`src/rtl/keypad_scanner.sv`:
```
// 4x4 active-low matrix keypad scanner with whole-vector key debounce and per-bit button debounce.
// Optional KEYPAD_GHOST_REJECT_EN: frames with more than two keys pressed are discarded.
module keypad_scanner #(
  parameter int unsigned SCAN_DIV        = 5000,
  parameter int unsigned DEBOUNCE_FRAMES = 4
) (
  input  logic        clock,
  input  logic        reset,
  input  logic [3:0]  col_n,
  input  logic [4:0]  button_raw,
  output logic [3:0]  row_n,
  output logic [15:0] keyboard,
  output logic [4:0]  button,
  output logic        frame_done
);

  localparam int unsigned DW = (SCAN_DIV > 1) ? $clog2(SCAN_DIV) : 1;
  localparam int unsigned CW = $clog2(DEBOUNCE_FRAMES + 1);
  localparam logic [DW-1:0] DIV_LAST = DW'(SCAN_DIV - 1);
  localparam logic [CW-1:0] DB_MAX   = CW'(DEBOUNCE_FRAMES);
  localparam logic [CW-1:0] CNT_ONE  = CW'(1);

  logic [3:0]          col_s1_q, col_s1_d, col_s2_q, col_s2_d;
  logic [4:0]          btn_s1_q, btn_s1_d, btn_s2_q, btn_s2_d;
  logic [DW-1:0]       div_cnt_q, div_cnt_d;
  logic [1:0]          row_idx_q, row_idx_d;
  logic [3:0]          row_n_q, row_n_d;
  logic [15:0]         frame_acc_q, frame_acc_d;
  logic [15:0]         prev_frame_q, prev_frame_d;
  logic [CW-1:0]       key_cnt_q, key_cnt_d;
  logic [15:0]         keyboard_q, keyboard_d;
  logic [4:0]          btn_prev_q, btn_prev_d;
  logic [4:0][CW-1:0]  btn_cnt_q, btn_cnt_d;
  logic [4:0]          button_q, button_d;
  logic                frame_done_q, frame_done_d;

  logic                capture;
  logic                ghost;
  logic [15:0]         frame_now;

  always_comb begin
    col_s1_d     = col_n;
    col_s2_d     = col_s1_q;
    btn_s1_d     = button_raw;
    btn_s2_d     = btn_s1_q;
    div_cnt_d    = div_cnt_q;
    row_idx_d    = row_idx_q;
    row_n_d      = row_n_q;
    frame_acc_d  = frame_acc_q;
    prev_frame_d = prev_frame_q;
    key_cnt_d    = key_cnt_q;
    keyboard_d   = keyboard_q;
    btn_prev_d   = btn_prev_q;
    btn_cnt_d    = btn_cnt_q;
    button_d     = button_q;
    frame_done_d = 1'b0;
    ghost        = 1'b0;

    capture   = (div_cnt_q == DIV_LAST);
    frame_now = frame_acc_q;
    frame_now[{row_idx_q, 2'b00} +: 4] = ~col_s2_q;

    div_cnt_d = capture ? '0 : div_cnt_q + DW'(1);

    if (capture) begin
      frame_acc_d = frame_now;
      row_idx_d   = row_idx_q + 2'd1;
      row_n_d     = ~(4'b0001 << row_idx_d);
    end

    // Row 3 capture completes the frame; all debounce state advances once per frame.
    if (capture && (row_idx_q == 2'd3)) begin
      frame_done_d = 1'b1;
`ifdef KEYPAD_GHOST_REJECT_EN
      ghost = ($countones(frame_now) > 2);
`endif
      if (ghost) begin
        key_cnt_d = '0;
      end else begin
        if (frame_now == prev_frame_q)
          key_cnt_d = (key_cnt_q == DB_MAX) ? DB_MAX : key_cnt_q + CNT_ONE;
        else
          key_cnt_d = CNT_ONE;
        prev_frame_d = frame_now;
        if (key_cnt_d == DB_MAX)
          keyboard_d = frame_now;
      end

      for (int unsigned i = 0; i < 5; i++) begin
        if (btn_s2_q[i] == btn_prev_q[i])
          btn_cnt_d[i] = (btn_cnt_q[i] == DB_MAX) ? DB_MAX : btn_cnt_q[i] + CNT_ONE;
        else
          btn_cnt_d[i] = CNT_ONE;
        btn_prev_d[i] = btn_s2_q[i];
        if (btn_cnt_d[i] == DB_MAX)
          button_d[i] = btn_s2_q[i];
      end
    end
  end

  always_ff @(posedge clock) begin
    if (reset) begin
      col_s1_q     <= '1;
      col_s2_q     <= '1;
      btn_s1_q     <= '0;
      btn_s2_q     <= '0;
      div_cnt_q    <= '0;
      row_idx_q    <= '0;
      row_n_q      <= 4'b1110;
      frame_acc_q  <= '0;
      prev_frame_q <= '0;
      key_cnt_q    <= '0;
      keyboard_q   <= '0;
      btn_prev_q   <= '0;
      btn_cnt_q    <= '0;
      button_q     <= '0;
      frame_done_q <= 1'b0;
    end else begin
      col_s1_q     <= col_s1_d;
      col_s2_q     <= col_s2_d;
      btn_s1_q     <= btn_s1_d;
      btn_s2_q     <= btn_s2_d;
      div_cnt_q    <= div_cnt_d;
      row_idx_q    <= row_idx_d;
      row_n_q      <= row_n_d;
      frame_acc_q  <= frame_acc_d;
      prev_frame_q <= prev_frame_d;
      key_cnt_q    <= key_cnt_d;
      keyboard_q   <= keyboard_d;
      btn_prev_q   <= btn_prev_d;
      btn_cnt_q    <= btn_cnt_d;
      button_q     <= button_d;
      frame_done_q <= frame_done_d;
    end
  end

  assign row_n      = row_n_q;
  assign keyboard   = keyboard_q;
  assign button     = button_q;
  assign frame_done = frame_done_q;

endmodule

```
`config.mk`:
```
export PLATFORM = sky130hd
export DESIGN_NAME = keypad_scanner
export DESIGN_NICKNAME = d
export VERILOG_FILES = /design/src/rtl/keypad_scanner.sv
export SDC_FILE = /design/constraint.sdc
export NUM_CORES = 1
export LEC_CHECK = 0
export ABC_AREA = 0
export BUFFER_PORTS_ARGS = -buffer_cell sky130_fd_sc_hd__buf_2
export CORE_MARGIN = 2
export CORE_UTILIZATION = 62
export CTS_CLUSTER_DIAMETER = 60
export DETAILED_ROUTE_END_ITERATION = 8
export PLACE_DENSITY = 0.82
export SLEW_MARGIN = 40
export SYNTH_ARGS = -nofsm -noshare
export SYNTH_HDL_FRONTEND = slang
export SYNTH_SLANG_ARGS = --single-unit
```
`constraint.sdc`:
```
create_clock -name clock -period 7.24 [get_ports clock]
set_clock_uncertainty 0.15 [all_clocks]
set_input_delay 0.724 -clock clock [delete_from_list [all_inputs] [get_ports clock]]
set_output_delay 0.724 -clock clock [all_outputs]
set_load 0.05 [all_outputs]
```
## Word-level counts from Yosys, hierarchy flattened

Cells that the tools add are included.

| operators by class | value |
|---|---|
| add/sub/neg operators | 9 |
| $mul | 0 |
| div/mod/pow operators | 0 |
| magnitude comparators | 0 |
| eq/ne operators | 20 |
| shift operators | 3 |
| muxes and demuxes | 20 |
| bitwise logic cells | 2 |
| reduce and logical (&&, ||, !) cells | 8 |

Operators by type and width:

| operator | number |
|---|---|
| 3-bit two-way mux | 18 |
| 3-bit == test, second input constant | 12 |
| 3-bit by 1-bit adder with 3-bit output, second input constant | 6 |
| 16-bit bitwise mux | 1 |
| 16-bit == test | 1 |
| 4-bit by 6-bit variable shift with 16-bit output, first input constant | 1 |
| 4-bit by 6-bit indexed part select with 16-bit output | 1 |
| 13-bit by 1-bit adder with 13-bit output, second input constant | 1 |
| 13-bit == test, second input constant | 1 |
| 2-bit AND reduction | 6 |
| 4-bit inverter | 2 |
| 4-bit negation with 6-bit output | 1 |
| 1-bit == test | 5 |
| 1-bit by 2-bit << shifter with 4-bit output, first input constant | 1 |
| 2-bit by 1-bit adder with 2-bit output, second input constant | 1 |
| 2-bit == test, second input constant | 1 |
| 2-bit OR reduction | 1 |
| 1-bit logical AND | 1 |
| 1-bit two-way mux | 1 |

| word-level totals | value |
|---|---|
| register bits after elaboration | 114 |
| latch bits | 0 |
| RAM bits | 0 |
| bits in read-only memories | 0 |
| input port bits | 11 |
| output and inout bits | 26 |
| word-level logic and storage cells | 85 |
| memories kept | 0 |

## Depth between registers and ports, before layout

Gate-level depths: netlist of the first run.

| depth | value |
|---|---|
| depth in word-level cells | 8 |
| mapped depth | 13 |

## Worst setup path before layout of the first run

OpenSTA, ideal clock, no wires.

| path | value |
|---|---|
| kind | register -> register |
| from | reg row_idx_q[0] |
| to | reg keyboard_q[11], in the netlist keyboard[11] |
| data arrival time | 2.811 ns |
| slack | 4.191 ns |
| cell stages (with the launch flop) | 14 |
| buffers on the path | 4 |
| clock period less this slack | 3.049 ns |
| cell sequence | dfxtp_1 buf_2 inv_1 ha_1 buf_2 nor4b_1 mux2i_1 xnor2_1 nor4_1 and4_1 buf_4 buf_6 a21oi_2 a311oi_2 |

| between the ends | value |
|---|---|
| cells in the longest elaborated chain, start to end | 8 |
| elaborated cells on any way between the ends | 11 |
| classes of those cells | add/sub (1); eq/ne (3); shift (2); mux (3); reduce/logical (2) |

RTL lines:

| element | RTL line | RTL |
|---|---|---|
| from (decl) | 26 | `logic [1:0] row_idx_q, row_idx_d;` |
| from (signal assigned) | 124 | `row_idx_q <= row_idx_d;` |
| 4-bit negation with 6-bit output | 61 | `frame_now[{row_idx_q, 2'b00} +: 4] = ~col_s2_q;` |
| 4-bit by 6-bit indexed part select with 16-bit output or 4-bit by 6-bit variable shift with 16-bit output (tied branches) | 61 |  |
| 16-bit bitwise mux | 61 |  |
| 16-bit == test | 80 | `if (frame_now == prev_frame_q)` |
| 3-bit two-way mux | 80 |  |
| 3-bit two-way mux | 72 | `if (capture && (row_idx_q == 2'd3)) begin` |
| 3-bit == test | 85 | `if (key_cnt_d == DB_MAX)` |
| 2-bit AND reduction (no line) | -- |  |
| to (signal assigned) | 129 | `keyboard_q <= keyboard_d;` |
| to (decl) | 31 | `logic [15:0] keyboard_q, keyboard_d;` |

Parallel ways exist; a longest one is shown, timed or not. The select of a mux whose other input is x is not followed.
A chain may end at the register's enable or synchronous reset.

## Worst setup path after layout of the first run

| path | value |
|---|---|
| from | reg row_idx_q[0] |
| to | reg keyboard_q[6], in the netlist keyboard[6] |

Same word-level chain as after synthesis.

==> flow_summary.toml, run 1 <==
[worst_hold_path]
min-delay-path-class = "input pin to flop"
min_from = "col_n[3]"

[timing]
fin_crit_sh_pct = 58.4
finalMaxSlewViolations = 0
maxSlewHeadroom_pct = 43.8
finalWorstSetupSlack_ns = 3.01
post-route-min-period_ns = 4.23
tns_ns = 0
final_hold_viol_count = 0
worstMarginPinSlew_ns = 0.843
rsz0062_at_grt = "no"
setup_viol = 0
fmax_ghz = 0.237

[clock_tree]
cts_resized = 0
cts_tree = "done"
clk_latency_ns = 0.51
cts_root_buffer = "clkbuf_8"
path_clk_slew_ns = 0.06
ctsHtreeMaxLevel = 4
post-cts-setup-buffers = 0
hold_buffers = 0
clock_path_buffers = 2
cts_sinks = 114
cts_buffers = 17

[yosys]
synth-compound-area-share_pct = 15.9
ys_seq_area_share_pct = 43.5
synth_enable_flop_cells = 0
ys_seq_elements = 114
syn_area_mm2 = 0.00525
syn_area_per_cell_um2 = 8.55
synthFlopType = "dfxtp_1"
synthMuxAreaShare_pct = 2.14
yosys.area_share.simple_pct = 22.9
yosys_warnings = 0
synth_top_family_by_area = "simple AND/OR/NAND/NOR gates"
yosys.area_share.adder_pct = 4.29
syn_nets = 643
async_flop_share_pct = 0
synth_xor_area_share_pct = 6.17
yosys.cell_types.count = 51
synthCells = 614

[finish]
layout.cells.non_filler = 749
drive_gt1_share_pct = 13.8
layout_common_cells = "dfxtp_1 (114), a21oi_1 (66), nand2_1 (65), nor2_1 (56)"
nNetsFinal = 660
final_common_cell = "dfxtp_1"
final_cell_area_mm2 = 0.00600
diodes = 0
areaGrowthSynthToFinish_pct = 14.3

[placement]
place_congestion = 0.894
io_buffers = 36
pre_cts_ws_ns = 3.15
placed_area_mm2 = 0.00540
place_inst = 717
hpwl_mm = 7.47

[floorplan]
die_area_mm2 = 0.00922
initial_core_util_pct = 63.9
die_y_um = 96.0
pin_count = 37
rows = 33
core_mm2 = 0.00822
die_x_um = 96.0

[critical_path]
worstPathRequired_ns = 7.49
reg2reg_from = "row_idx_q[0]$_SDFFE_PP0P_"
cp.arrival_ns = 4.48
cp_slowest_stage_delay_ns = 0.82
crit_chain = "inv_1, ha_1, nor4b_1, mux2i_1, xnor2_1, nor4_1, and4_1, a21oi_1, a311oi_1"
crit_fanout = 24
end_kind = "flop"
path_class = "flop to flop"
slowest_stage = "and4_1"
crit_start = "row_idx_q[0]$_SDFFE_PP0P_"
critPathLaunchType = "flop"

[route]
firstDrtPassIters = 5
drc = 0
drtIter0Drc = 348
vias_per_cell = 5.98
dr_total_vias = 4478
ant_nets = 0
wl_per_cell_um = 15.9
drt-total-wl_mm = 11.9

[power]
p_switching_uw = 304
power_density_mw_per_mm2 = 252
leakagePower_nw = 2.23
p_int_mw = 1.21
clock_power_share_pct = 55.5
pwr-share-seq_pct = 42.2
combPwrFrac_pct = 2.3
p_total_mw = 1.51
irDropWorstVdd_mv = 0.154
p_sw_share_pct = 20.1

[grt]
grt_overflow = 0
grt_pass1_wl_mm = 19.7
grt_start_max_net_pins = 104
antenna_found_initial = 0
grt_pass1_vias = 4213
grt_use_total_pct = 27.5

[flow_run]
maxCapViolCount = 0

[outcome]
status = "finished, final reports clean"
-- critical path: cells and delay by family (launching register included) --
family	cells	cell delay, ns
fa+ha+maj	1	0.50
flops	1	0.64
compound gates	2	0.46
buf+inv	1	0.17
mux	1	0.21
simple gates	3	1.81
xor+xnor	1	0.17
-- path summary, 6_finish.rpt --
kind	to	slack [ns]	depth (start not counted)
setup / recovery	keyboard[6]$_SDFFE_PP0P_	3.01	9
hold / removal	col_s1_q[3]$_SDFF_PP1_	0.25	2
setup reg to reg	keyboard[6]$_SDFFE_PP0P_	3.01	9
hold reg to reg	col_s2_q[3]$_SDFF_PP1_	0.27	1
-- sequential cells by signal, summed over array words and instances, names as in the netlist, 2 cells and up --
signal,flops
btn_cnt_q,15
btn_prev_q,5
btn_s1_q,5
btn_s2_q,5
button,5
col_s1_q,4
col_s2_q,4
div_cnt_q,13
frame_acc_q,16
key_cnt_q,3
keyboard,16
prev_frame_q,16
row_idx_q,2
row_n,4
-- Yosys cell counts (all sizes together) (2+ instances only) --
| cell | instances | area share (%) |
|---|---|---|
| inv | 22 | 1.6 |
| or2 | 9 | 1.1 |
| o21ai | 12 | 1.1 |
| and2 | 6 | 0.71 |
| nor3 | 36 | 3.4 |
| nor4b | 6 | 1.0 |
| o22ai | 2 | 0.24 |
| xnor2 | 20 | 3.3 |
| and4 | 4 | 0.67 |
| a32oi | 3 | 0.50 |
| a2111oi | 4 | 0.67 |
| nor4 | 4 | 0.60 |
| clkbuf | 30 | 2.1 |
| nand2 | 65 | 4.6 |
| a41oi | 2 | 0.33 |
| dfxtp | 114 | 43 |
| nand2b | 4 | 0.48 |
| ha | 18 | 4.3 |
| a311oi | 7 | 1.5 |
| nor2 | 56 | 4.0 |
| nand3b | 9 | 1.3 |
| and3 | 3 | 0.36 |
| nand4 | 6 | 0.71 |
| buf | 11 | 1.4 |
| a31oi | 3 | 0.36 |
| nor2b | 17 | 2.0 |
| a21o | 2 | 0.29 |
| mux2i | 9 | 1.9 |
| a211oi | 19 | 2.7 |
| xor2 | 17 | 2.8 |
| nand3 | 13 | 1.2 |
| a211o | 3 | 0.50 |
| a21oi | 68 | 6.6 |
-- per-layer routing --
layer	share of wire [%]	up-vias	GRT usage (%)
met1	43	2107	33.9
met3	6.1	31	6.58
met2	49	172	46.3
li1	-	2168	-
met4	2.3	0	10.7
met5	0	-	0
-- cell families after synthesis --
| group | after synthesis |
|---|---|
| AND/OR/NAND/NOR | 241 |
| AO/OA/AOI/OAI | 131 |
| flip-flops | 114 |
| buffers and inverters | 63 |
| XOR/XNOR | 37 |
| adder cells (fa/ha/maj) | 18 |
| multiplexers | 10 |
-- power groups by stage --
stage	logic (mW)	clock network, mW	registers [mW]
6_report	0.0342	0.840	0.639
5_1_grt	0.0374	0.879	0.639
4_1_cts	0.0342	0.848	0.638
3_5_place_dp	0.0339	0	0.652
3_3_place_gp	0.0324	0	0.651
2_1_floorplan	0.0299	0	0.650
-- area by class of cell --
type | count | area [um^2]
multi-input cells | 437 | 2700
flip-flops and latches | 114 | 2280
fillers | 599 | 2220
clock buffers | 21 | 439
repair buffers | 39 | 206
clock inverters | 11 | 160
well taps | 105 | 131
inverters | 22 | 82.6
-- stage by stage --
| step | hold WS (ns) | utilization [%] |
|---|---|---|
| 6_report | 0.253 | 73.0 |
| 5_1_grt | 0.239 | 73.0 |
| 4_1_cts | 0.234 | 73.0 |
| 3_5_place_dp | 0.246 | 65.7 |
| 3_3_place_gp | 0.241 | 65.7 |
| 2_1_floorplan | 0.239 | - |
Power figures use the tool's default switching activity.
==> inputs of run 2 (changes only) <==
Settings changed: ABC_AREA 0 to 1, CORE_UTILIZATION 62 to 60, PLACE_DENSITY 0.82 to 0.79.
Clock period 7.24 ns to 4.31 ns, I/O delays scaled along.
==> run 2 against run 1 <==
Against the previous run: fmax is 37% higher; highest routed layer unchanged; largest power group unchanged; largest cell class unchanged; design area rose by 3.8%; hold slack got worse by 0.028 ns.
==> flow_summary.toml, run 2 <==
[timing]
holdWs_ns = 0.225
rsz0062_at_grt = "no"
final_hold_viol_count = 0
finalMaxSlewViolations = 0
fmax_ghz = 0.324
maxSlewHeadroom_pct = 40.4
tns_ns = 0
worstMarginPinSlew_ns = 0.893
fin_crit_sh_pct = 71.7
setup_viol = 0
post-route-min-period_ns = 3.09

[finish]
layout_common_cells = "nand2_1 (157), inv_1 (134), dfxtp_1 (114), nor2_1 (69), buf_2 (36)"
final_cell_area_mm2 = 0.00623
drive_gt1_share_pct = 12.8
final_common_cell = "nand2_1"
diodes = 0
fillers = 667
nNetsFinal = 803
layout.cells.non_filler = 895
areaGrowthSynthToFinish_pct = 17.8

[route]
drtIter0Drc = 291
vias_per_cell = 5.24
ant_nets = 0
drc = 0
dr_total_vias = 4690
firstDrtPassIters = 5
wl_per_cell_um = 13.4
drt-total-wl_mm = 12.0

[placement]
placed_area_mm2 = 0.00552
io_buffers = 36
place_congestion = 0.904
hpwl_mm = 7.96
place_inst = 854

[yosys]
synthCells = 729
syn_nets = 758
ys_top_cells_by_area = "dfxtp_1 (43%), nand2_1 (11%), inv_1 (9.5%), nor2_1 (5.0%), ha_1 (4.3%)"
async_flop_share_pct = 0
ys_seq_elements = 114
synth.most_common_cell = "nand2_1"
synthFlopType = "dfxtp_1"
syn_area_per_cell_um2 = 7.25
syn_area_mm2 = 0.00529
yosys-top-cells-count = "nand2_1 (157), inv_1 (134), dfxtp_1 (114), nor2_1 (70), nand3_1 (34)"
ys_seq_area_share_pct = 43.2
yosys.cell_types.count = 39
yosys.area.top_type_share_pct = 43.2
yosysTopAreaCell = "dfxtp_1"
synth_enable_flop_cells = 0
yosys_warnings = 0

[grt]
grt_pass1_vias = 4697
grt_pass1_wl_mm = 20.4
grt_overflow = 0
grt_start_max_net_pins = 44
grt_use_total_pct = 26.2
antenna_found_initial = 0

[worst_hold_path]
hold_depth = 2
min-delay-path-class = "input pin to flop"

[floorplan]
pin_count = 37
die_area_mm2 = 0.00958
initial_core_util_pct = 61.2
die_x_um = 97.9
rows = 34
core_mm2 = 0.00864
die_y_um = 97.9

[clock_tree]
path_clk_slew_ns = 0.06
cts_resized = 0
cts_buffers = 17
clk_latency_ns = 0.51
ctsHtreeMaxLevel = 4
clock_path_buffers = 2
cts_tree = "done"
cts_root_buffer = "clkbuf_8"
cts_sinks = 114
post-cts-setup-buffers = 0

[power]
p_total_mw = 2.61
leakagePower_nw = 2.81
power_density_mw_per_mm2 = 419
irDropWorstVdd_mv = 0.330

[critical_path]
worstPathRequired_ns = 4.57
path_class = "flop to flop"
cp.arrival_ns = 3.35
end_kind = "flop"
crit_fanout = 19
r2r_cells = 14
critPathLaunchType = "flop"

[flow_run]
maxCapViolCount = 0

[outcome]
status = "finished, final reports clean"
[run 2: changes by cell type after synthesis, sizes merged, moves of 17 or more]
cell and delta:
a21oi -33, nand2 +95, o21ai +21, nor3 -26, nor2b -17, o22ai +20, clkbuf -17, nor2 +20
a211oi -18, nand3 +22, inv +115
[run 2: final timing paths]
check	start	endpoint	slack [ns]
max	row_idx_q[0]$_SDFFE_PP0P_	keyboard[11]$_SDFFE_PP0P_	1.22
min reg2reg	btn_s1_q[3]$_SDFF_PP0_	btn_s2_q[3]$_SDFF_PP0_	0.25
max reg2reg	row_idx_q[0]$_SDFFE_PP0P_	keyboard[11]$_SDFFE_PP0P_	1.22
min	reset	btn_s2_q[4]$_SDFF_PP0_	0.22
[run 2: cell type report]
class | instances | area [um^2] | share of cell area (%)
Timing Repair Buffer | 48 | 293 | 4.70
Clock inverter | 14 | 201 | 3.23
Sequential cell | 114 | 2280 | 36.6
Inverter | 138 | 518 | 8.32
Clock buffer | 18 | 418 | 6.71
Multi-Input combinational cell | 455 | 2380 | 38.2
Tap cell | 108 | 135 | 2.17
[run 2: cell families (layout without fill, tap and decap cells)]
group | after synthesis | in the layout | synth area share, %
AND/OR/NAND/NOR | 321 | 321 | 27.2
adder cells (fa/ha/maj) | 18 | 18 | 4.26
buffers and inverters | 160 | 218 | 11.8
XOR/XNOR | 13 | 13 | 2.15
flip-flops | 114 | 114 | 43.2
AO/OA/AOI/OAI | 103 | 103 | 11.4
[run 2: stage by stage]
step / setup WS (ns) / util (%)
after CTS: 1.24 / 72.1
after global placement: 1.37 / 63.9
final: 1.22 / 72.1
after floorplan: 2.03 / -
after detailed placement: 1.28 / 63.9
after global routing: 0.882 / 72.1
[run 2: timing repair]
action,in CTS,in global routing
hold buffers,9,0
setup endpoints to repair,0,0
endpoints found under the hold margin,9,0
[run 2: report_power, final]
group / leakage [nW] / internal, mW / switching, mW
Combinational: 1.59 / 0.0276 / 0.0474
Sequential: 0.923 / 1.06 / 0.00564
Clock: 0.297 / 0.948 / 0.519
[run 2: metal layers]
layer | track usage [%] | wire length (um) | vias up
met4 | 13.4 | 379 | 0
met1 | 29.5 | 5040 | 2119
met2 | 46.3 | 6010 | 134
met5 | 0 | 0 | -
li1 | - | - | 2402
met3 | 5.94 | 602 | 35
[run 2: critical path, cell delays in order, from the launching register on]
cell and delay, ns:
dfxtp_1 0.61, inv_1 0.23, ha_1 0.45, nor2_2 0.22
nand3_1 0.19, nand2_2 0.15, nand2_1 0.06, nand2_1 0.06
nand2_1 0.07, nor2_1 0.09, nand2_1 0.09, nor2_4 0.35
nand4_1 0.15, nand2_1 0.09, nor2_1 0.04
==> inputs of run 3 (changes only) <==
Settings changed: CORE_UTILIZATION 60 to 54, PLACE_DENSITY 0.79 to 0.75.
Clock period 4.31 ns to 2.8 ns, I/O delays scaled along.
==> run 3 against run 2 <==
Against the previous run: flip-flop and latch count unchanged; global-route usage decreased by 1.7 points; sequential share of layout area decreased by 0.29 points; utilization decreased by 7.0 points; hold slack improved by 0.028 ns; fmax increased by 20%; combinational power increased by 73%; routed wire length decreased by 1.2%; critical endpoint is now keyboard[3]$_SDFFE_PP0P_.
==> flow_summary.toml, run 3 (synthesis results as in run 2) <==
[route]
drc = 0
dr_total_vias = 4695
drt-total-wl_mm = 11.9
drtIter0Drc = 264
ant_nets = 0
vias_per_cell = 5.06
wl_per_cell_um = 12.8
firstDrtPassIters = 5

[worst_hold_path]
min_from = "btn_s1_q[0]$_SDFF_PP0_"
min-delay-path-class = "flop to flop"

[critical_path]
reg2reg_from = "row_idx_q[1]$_SDFFE_PP0P_"
cp.arrival_ns = 2.83
worstPathRequired_ns = 3.06
cp_top_family = "simple AND/OR/NAND/NOR gates"
cp.buffers_inverters = 2
slowest_stage = "ha_1"
end_kind = "flop"
critPathLaunchType = "flop"
crit_chain = "inv_1, ha_1, nor2_4, nand3_1, nand2_2, nand2_1, nand2_1, nand2_1, nor2_1, nand2_1, nor2_4, buf_12, nand4_1, nand2_1, nor2_1"
crit_fanout = 19
cp_slowest_stage_delay_ns = 0.40
crit_path_frequent_cell = "nand2_1"
path_class = "flop to flop"
crit_start = "row_idx_q[1]$_SDFFE_PP0P_"

[clock_tree]
cts_tree = "done"
path_clk_slew_ns = 0.05
cts_buffers = 17
cts_sinks = 114
cts_root_buffer = "clkbuf_8"
clock_path_buffers = 2
clk_latency_ns = 0.52
ctsHtreeMaxLevel = 4

[timing]
final_hold_viol_count = 0
fin_crit_sh_pct = 91.6
finalWorstSetupSlack_ns = 0.234
maxSlewHeadroom_pct = 68.0
post-route-min-period_ns = 2.57
finalMaxSlewViolations = 0
holdWs_ns = 0.252
setup_viol = 0
fmax_ghz = 0.390
worstMarginPinSlew_ns = 0.479

[finish]
diodes = 0
layout_common_cells = "nand2_1 (157), inv_1 (133), dfxtp_1 (114), nor2_1 (69), buf_2 (36)"
final_cell_area_mm2 = 0.00628
fillers = 842
final_common_cell = "nand2_1"
nNetsFinal = 813
drive_gt1_share_pct = 13.6
multi_input_area_mm2 = 0.00241
areaGrowthSynthToFinish_pct = 18.8
layout.cells.non_filler = 927
seq_area_mm2 = 0.00228

[placement]
pre_cts_ws_ns = 0.138
place_congestion = 0.969
io_buffers = 36
hpwl_mm = 8.07
placed_area_mm2 = 0.00561
place_inst = 886

[grt]
grt_overflow = 0
grt_start_max_net_pins = 43
grt_pass1_vias = 4635
antenna_found_initial = 0
grt_pass1_wl_mm = 20.3
grt_use_total_pct = 24.5

[floorplan]
core_mm2 = 0.00964
die_x_um = 103
die_area_mm2 = 0.0106
initial_core_util_pct = 54.8
pin_count = 37
rows = 36
die_y_um = 103

[outcome]
status = "finished, final reports clean"

[power]
leakagePower_nw = 2.83
irDropWorstVdd_mv = 0.421
p_total_mw = 3.61
power_density_mw_per_mm2 = 575

[flow_run]
maxCapViolCount = 0
[run 3: cell count changes in the layout (fill, tap and decap cells not counted), sizes merged]
cell,previous run,this run
clkinv,4,8
inv,142,136
clkinvlp,2,1
dlygate4sd3,9,10
bufinv,4,0
buf,39,47
clkbuf,18,22
nand4,22,23
[run 3: what timing repair did]
action	in CTS	in global routing
hold buffers	10	0
endpoints found under the setup margin	0	41
resized for setup	0	5
hold endpoints to repair	11	0
buffers inserted	0	1
[run 3: path summary, 6_finish.rpt]
kind / cells past startpoint / slack [ns] / to
worst max register to register: 15 / 0.23 / keyboard[3]$_SDFFE_PP0P_
worst min register to register: 2 / 0.25 / btn_s2_q[0]$_SDFF_PP0_
worst max-delay path: 15 / 0.23 / keyboard[3]$_SDFFE_PP0P_
worst min-delay path: 2 / 0.25 / btn_s2_q[0]$_SDFF_PP0_
[run 3: worst register-to-register path, delay by kind of cell (launching register included)]
family | cells | cell delay (ns)
fa+ha+maj | 1 | 0.40
buf+inv | 2 | 0.26
flops | 1 | 0.36
simple gates | 12 | 1.31
[run 3: final cells by class]
class | instances | area share, %
clock buffer | 22 | 7.53
multi-input combinational | 456 | 38.4
sequential | 114 | 36.3
tap | 133 | 2.65
clock inverter | 7 | 0.558
inverter | 138 | 8.31
timing repair buffer | 57 | 6.18
[run 3: report_power, final]
| part | internal (mW) | switching (mW) | leakage [nW] |
|---|---|---|---|
| registers | 1.64 | 0.00857 | 0.923 |
| clock network | 1.15 | 0.685 | 0.262 |
| logic | 0.0530 | 0.0773 | 1.65 |
[run 3: per-layer routing]
metal / GRT usage (%) / vias up / wire [um]
li1: - / 2424 / -
met3: 5.83 / 29 / 530
met2: 42.6 / 123 / 5860
met1: 27.8 / 2119 / 5130
met4: 12.8 / 0 / 363
met5: 0 / - / 0
[run 3: through the flow]
stage                     setup TNS [ns]  util, %
final                                  0     65.1
after global routing            -0.00851     65.1
after CTS                              0     64.5
after detailed placement               0     58.2
after global placement                 0     58.2
after floorplan                        0        -
